<file path="config.mk">
export PLATFORM = sky130hd
export DESIGN_NAME = wide_add_seq
export DESIGN_NICKNAME = d
export VERILOG_FILES = /design/src/rtl/wide_add_pkg.sv /design/src/rtl/wide_add_chunk_sel.sv /design/src/rtl/wide_add_seq.sv
export SDC_FILE = /design/constraint.sdc
export NUM_CORES = 2
export LEC_CHECK = 0
export ABC_AREA = 1
export CAP_MARGIN = 20
export CORE_AREA = 2 2 373 375
export CTS_CLUSTER_SIZE = 16
export DETAILED_ROUTE_END_ITERATION = 6
export DIE_AREA = 0 0 375 377
export GPL_TIMING_DRIVEN = 0
export PLACE_DENSITY = 0.55
export SYNTH_ARGS = -nofsm -noshare
export SYNTH_HDL_FRONTEND = slang
export SYNTH_HIERARCHICAL = 1
export SYNTH_SLANG_ARGS = --single-unit
</file>
<file path="constraint.sdc">
create_clock -name clk -period 32 [get_ports clk]
set_input_delay 3.2 -clock clk [delete_from_list [all_inputs] [get_ports clk]]
set_output_delay 3.2 -clock clk [all_outputs]
set_load 0.02 [all_outputs]
</file>
<file path="src/rtl/wide_add_pkg.sv">
// Shared types and constants for the multi-precision add sequencer.
package wide_add_pkg;

  localparam int DEF_WIDTH  = 64;
  localparam int DEF_CHUNKS = 4;

  typedef enum logic [1:0] {
    IDLE,
    ISSUE,
    DRAIN,
    DONE
  } state_t;

  // Bit offset of chunk idx inside a packed multi-chunk operand.
  function automatic int chunk_lsb(input int idx, input int width);
    return idx * width;
  endfunction

endpackage

</file>
<file path="src/rtl/wide_add_chunk_sel.sv">
// Chunk mux feeding the adder operands and one-hot write-enable decode
// for the reassembled sum register.
module wide_add_chunk_sel
  import wide_add_pkg::*;
#(
  parameter int WIDTH  = DEF_WIDTH,
  parameter int CHUNKS = DEF_CHUNKS,
  parameter int IDXW   = $clog2(CHUNKS)
) (
  input  logic                    sel_en,
  input  logic [IDXW-1:0]         sel_idx,
  input  logic [WIDTH*CHUNKS-1:0] op_a,
  input  logic [WIDTH*CHUNKS-1:0] op_b,
  output logic [WIDTH-1:0]        chunk_a,
  output logic [WIDTH-1:0]        chunk_b,
  input  logic                    wr_en,
  input  logic [IDXW-1:0]         wr_idx,
  output logic [CHUNKS-1:0]       wr_we
);

  always_comb begin
    chunk_a = '0;
    chunk_b = '0;
    wr_we   = '0;
    for (int i = 0; i < CHUNKS; i++) begin
      if (sel_en && (sel_idx == IDXW'(i))) begin
        chunk_a = op_a[chunk_lsb(i, WIDTH) +: WIDTH];
        chunk_b = op_b[chunk_lsb(i, WIDTH) +: WIDTH];
      end
      if (wr_en && (wr_idx == IDXW'(i))) begin
        wr_we[i] = 1'b1;
      end
    end
  end

endmodule

</file>
<file path="src/rtl/wide_add_seq.sv">
// Multi-precision add sequencer driving an external registered adder chunk by chunk.
// Optional signed-overflow output out_ovf is enabled by defining WIDE_ADD_OVF_EN.
module wide_add_seq
  import wide_add_pkg::*;
#(
  parameter int WIDTH  = DEF_WIDTH,
  parameter int CHUNKS = DEF_CHUNKS,
  parameter int IDXW   = $clog2(CHUNKS)
) (
  input  logic                    clk,
  input  logic                    rst,
  input  logic                    in_valid,
  output logic                    in_ready,
  input  logic [WIDTH*CHUNKS-1:0] in_a,
  input  logic [WIDTH*CHUNKS-1:0] in_b,
  input  logic                    in_cin,
  output logic [WIDTH-1:0]        add_a,
  output logic [WIDTH-1:0]        add_b,
  output logic                    add_cin,
  input  logic [WIDTH-1:0]        add_s,
  input  logic                    add_cout,
  output logic                    out_valid,
  input  logic                    out_ready,
  output logic [WIDTH*CHUNKS-1:0] out_sum,
  output logic                    out_cout
`ifdef WIDE_ADD_OVF_EN
  ,
  output logic                    out_ovf
`endif
);

  localparam int TOT = WIDTH * CHUNKS;
  localparam logic [IDXW-1:0] LAST = IDXW'(CHUNKS - 1);

  state_t              state_q, state_d;
  logic [IDXW-1:0]     idx_q, idx_d;
  logic [TOT-1:0]      a_q, a_d;
  logic [TOT-1:0]      b_q, b_d;
  logic                cin_q, cin_d;
  logic [TOT-1:0]      sum_q, sum_d;
  logic                cout_q, cout_d;
`ifdef WIDE_ADD_OVF_EN
  logic                ovf_q, ovf_d;
`endif

  logic                issue_en;
  logic                wr_en;
  logic [IDXW-1:0]     wr_idx;
  logic [CHUNKS-1:0]   sum_we;
  logic [WIDTH-1:0]    chunk_a, chunk_b;

  wide_add_chunk_sel #(
    .WIDTH  (WIDTH),
    .CHUNKS (CHUNKS),
    .IDXW   (IDXW)
  ) u_chunk_sel (
    .sel_en  (issue_en),
    .sel_idx (idx_q),
    .op_a    (a_q),
    .op_b    (b_q),
    .chunk_a (chunk_a),
    .chunk_b (chunk_b),
    .wr_en   (wr_en),
    .wr_idx  (wr_idx),
    .wr_we   (sum_we)
  );

  always_ff @(posedge clk or posedge rst) begin
    if (rst) begin
      state_q <= IDLE;
      idx_q   <= '0;
      a_q     <= '0;
      b_q     <= '0;
      cin_q   <= 1'b0;
      sum_q   <= '0;
      cout_q  <= 1'b0;
`ifdef WIDE_ADD_OVF_EN
      ovf_q   <= 1'b0;
`endif
    end else begin
      state_q <= state_d;
      idx_q   <= idx_d;
      a_q     <= a_d;
      b_q     <= b_d;
      cin_q   <= cin_d;
      sum_q   <= sum_d;
      cout_q  <= cout_d;
`ifdef WIDE_ADD_OVF_EN
      ovf_q   <= ovf_d;
`endif
    end
  end

  always_comb begin
    state_d  = state_q;
    idx_d    = idx_q;
    a_d      = a_q;
    b_d      = b_q;
    cin_d    = cin_q;
    cout_d   = cout_q;
`ifdef WIDE_ADD_OVF_EN
    ovf_d    = ovf_q;
`endif
    issue_en = 1'b0;
    wr_en    = 1'b0;
    wr_idx   = idx_q - IDXW'(1);
    case (state_q)
      IDLE: begin
        if (in_valid) begin
          a_d     = in_a;
          b_d     = in_b;
          cin_d   = in_cin;
          idx_d   = '0;
          state_d = ISSUE;
        end
      end
      ISSUE: begin
        issue_en = !rst;
        // Sum of the previous chunk arrives one cycle after its issue.
        wr_en    = (idx_q != '0);
        idx_d    = idx_q + IDXW'(1);
        if (idx_q == LAST) begin
          idx_d   = '0;
          state_d = DRAIN;
        end
      end
      DRAIN: begin
        wr_en   = 1'b1;
        wr_idx  = LAST;
        cout_d  = add_cout;
`ifdef WIDE_ADD_OVF_EN
        ovf_d   = (a_q[TOT-1] == b_q[TOT-1]) && (add_s[WIDTH-1] != a_q[TOT-1]);
`endif
        state_d = DONE;
      end
      DONE: begin
        if (out_ready) state_d = IDLE;
      end
      default: state_d = IDLE;
    endcase
  end

  always_comb begin
    sum_d = sum_q;
    for (int i = 0; i < CHUNKS; i++) begin
      if (sum_we[i]) sum_d[chunk_lsb(i, WIDTH) +: WIDTH] = add_s;
    end
  end

  assign add_a     = chunk_a;
  assign add_b     = chunk_b;
  assign add_cin   = issue_en ? ((idx_q == '0) ? cin_q : add_cout) : 1'b0;
  assign in_ready  = (state_q == IDLE);
  assign out_valid = (state_q == DONE);
  assign out_sum   = sum_q;
  assign out_cout  = cout_q;
`ifdef WIDE_ADD_OVF_EN
  assign out_ovf   = ovf_q;
`endif

endmodule

</file>
==> flow_results.org <==
** Timing
- Number of hold violations in the final report :: 0
- Measured against its own limit, the worst slew margin works out to 34.8%.
- Unrepaired setup endpoints after global routing :: false
- Min setup slack post-route :: 21.86 ns
- Time the worst path needs with I/O delays and setup :: 10.14 ns
- Post-Route Hold Slack :: 0.468 ns
- Final Setup Violations :: 0
- The final count of pins violating max slew was 0.
- Transition time of the tightest slew-check pin :: 0.979 ns
- In the finished design, the share of the clock period the worst path needs comes to 31.7%.
- On the final layout, the worst clock skew is 0.0540 ns.
- Static timing analysis puts the maximum clock frequency at 98.6 MHz.

** Pwr
- Clock Power Share :: 23.2%
- Across the VDD grid, the largest voltage drop is 72.6 uV.
- Summed over all nets, the switching power comes to 0.00208 W.
- Portion of total power attributed to sequential cells :: 34.2%
- Share of total power consumed by net switching :: 41.1%
- Combinational logic is responsible for 42.7% of the overall power.
- Power per Cell Area :: 100 mW/mm2
- The internal portion of the total power is 0.00298 W.
- Summed over all cells, the static leakage comes to 23.0 nW.

** Global routing
- Residual overflow from global routing :: 0
- In the global route stage, overall resource usage came out at 24.2%.
- Largest net degree at the start of global routing :: 123
- The number of global-route vias before repair is 33400.
- Antenna violations before repair :: 45
- Wire length of the first global-routing pass :: 245000 um

** Yosys
- Of the synthesized area, sequential elements account for 55.5%.
- The mapped netlist covers 0.0349 mm2.
- For this run, the number of Yosys warnings is 6.
- Number of register bits inferred by synthesis :: 774
- Each instance of the synthesized netlist takes up on average 9.64 um2.
- Syn_nets :: 4212
- After technology mapping, the gate count stands at 3623.
- Count of distinct cell types in the synthesized netlist :: 20

** Hold path
- In this run the worst hold path is classified as register to register.
- Hold depth :: 2

** Cells and area
- Most frequent cells in the layout :: nand2_1, clkdlybuf4s50_1, dfrtp_1
- Layout cell share with drive strength beyond 1 :: 16.9%
- At the end of the flow the core is filled with cells to 36.9%.
- Most frequent standard cell in the layout excluding fill and tap cells :: nand2_1
- Net count of the finished layout :: 5285
- Final std cells w/o fill :: 6589
- After routing the design area is 0.0506 mm2.
- Synthesis-to-finish area growth :: 44.8%

** Die
- Number of top-level design ports :: 970
- Height of the die :: 377 um
- Die ar. :: 0.141 mm2
- Core Box Area :: 0.137 mm2
- The floorplan has 136 rows.
- Initial Utilization :: 25.5%
- X dimension of the die :: 375 um

** Job
- Number of max-cap violations :: 0

** Routing
- In the final routed layout, each cell accounts on average for 26.7 um.
- The routed design has 176000 um of wire.
- For this run, design rule violations remaining after detail routing come to 0.
- Vias after detailed routing :: 33000
- Drt first-iter violations :: 2860
- Before antenna repair, the detailed router went through 6 iterations.
- Number of vias per cell after detailed routing :: 5.01
- Post-detailed-route count of antenna-violating nets :: 0

** Place
- Summing all placed instances gives a cell area of 0.0471 mm2.
- The congestion estimate from routability-driven global placement came to 0.929.
- HPWL Detailed :: 139000 um
- After detailed placement, the design holds a cell count of 6394.
- Quantity of I/O buffers inserted on ports :: 969
- Pre-CTS setup slack :: 21.80 ns

** Clock tree
- Post-CTS repair timing setup buffer count :: 0
- Clock Latency Late Sink :: 0.71 ns
- Clock-pin slew was measured on the worst setup and hold paths at 0.06 ns.
- Buffer depth of the longest clock path :: 3
- Buffers inserted during clock tree synthesis total 94.
- CTS root buf :: clkbuf_16
- TritonCTS built the clock tree.
- Buffers inserted to repair hold after CTS numbered 0.
- The H-tree was split into 3 levels.
- Number of gates resized after cts :: 0
- CTS saw 774 sinks.

** Setup path
- STA classifies the critical path startpoint as a primary input.
- The worst setup path is of the primary input to output port kind.
- Crit-path max FO :: 118
- Required time at the endpoint of the critical path :: 28.80 ns
- The worst setup path is captured at an output port.
- At the worst endpoint, the arrival time is 6.94 ns.
- The number of cells on the worst reg-to-reg path is 7.

** Outcome
- Outcome :: complete, no violations
## cells in the mapped netlist
cell type | number | area share [%]
nand2_1 | 1046 | 11
dfrtp_1 | 774 | 55
nand3_1 | 603 | 8.6
nand4_1 | 515 | 9.2
buf_2 | 302 | 4.3
mux2_2 | 256 | 8.3
nand3_2 | 40 | 1.1
buf_4 | 23 | 0.49
inv_1 | 17 | 0.18
clkbuf_1 | 15 | 0.16
buf_6 | 10 | 0.32
ha_1 | 7 | 0.25
buf_1 | 4 | 0.043
nor3_1 | 4 | 0.057
o21ai_0 | 2 | 0.029
a21boi_0 | 1 | 0.022
a21oi_1 | 1 | 0.014
buf_12 | 1 | 0.057
inv_2 | 1 | 0.011
nor2_8 | 1 | 0.057
## cell families after synthesis
logic type	after synthesis	share of synthesized area, %
simple gates	2209	30.4
flops	774	55.5
buf+inv	373	5.60
mux	256	8.25
fa+ha+maj	7	0.251
compound gates	4	0.0645
## power by group through the flow
| stage | Clock, W | Sequential, W | Combinational [W] |
|---|---|---|---|
| final | 0.00117 | 0.00173 | 0.00216 |
| after global routing | 0.00124 | 0.00178 | 0.00233 |
| after CTS | 0.00120 | 0.00173 | 0.00217 |
| after detailed placement | 0 | 0.00174 | 0.00216 |
| after global placement | 0 | 0.00174 | 0.00213 |
| after floorplan | 0 | 0.00184 | 0.00102 |
## per-stage QoR
step,power (W),setup TNS (ns)
3_5_place_dp,0.00390,0
2_1_floorplan,0.00286,0
5_1_grt,0.00535,0
6_report,0.00506,0
4_1_cts,0.00510,0
3_3_place_gp,0.00387,-2756.15
## area by class of cell
type	instances	area, um2
fill	13700	86400
sequential	774	19400
multi-input combinational	2476	13600
timing repair buffer	977	9910
clock buffer	132	2780
tap	1794	2240
buffer	355	1890
clock inverter	40	656
inverter	18	75.1
antenna	23	57.6
## per-layer routing
layer | vias to the layer above | track usage (%) | routed length, um
li1 | 14900 | - | -
met1 | 16300 | 29.7 | 69900
met2 | 1492 | 39.5 | 83100
met3 | 300 | 7.42 | 16600
met4 | 46 | 9.35 | 6290
met5 | - | 0 | 277
## worst paths after layout
path / start / end / slack [ns]
worst min-delay path: a_q[164] / a_q[164] / 0.47
max in group asynchronous: rst / a_q[110] / 27.23
worst max register to register: state_q[0] / b_q[122] / 29.26
min in group asynchronous: rst / b_q[168] / 3.09
worst max-delay path: rst / add_b[61] / 21.86
worst min register to register: a_q[164] / a_q[164] / 0.47
## registers in the layout, indices dropped and copies added, names as in the netlist
name,cells
out_cout,1
idx_q,2
b_q,256
state_q,2
out_sum,256
cin_q,1
a_q,256
## critical path, cell delays in order
cell             delay (ns)
clkdlybuf4s50_1        0.49
inv_8                  0.09
buf_16                 0.47
nand2_1                0.15
inv_1                  0.09
buf_4                  0.21
buf_2                  0.55
buf_2                  0.37
nand4_1                0.25
nand4_1                0.18
clkdlybuf4s50_1        0.79
No activity file was read; power rests on OpenSTA's default activity.
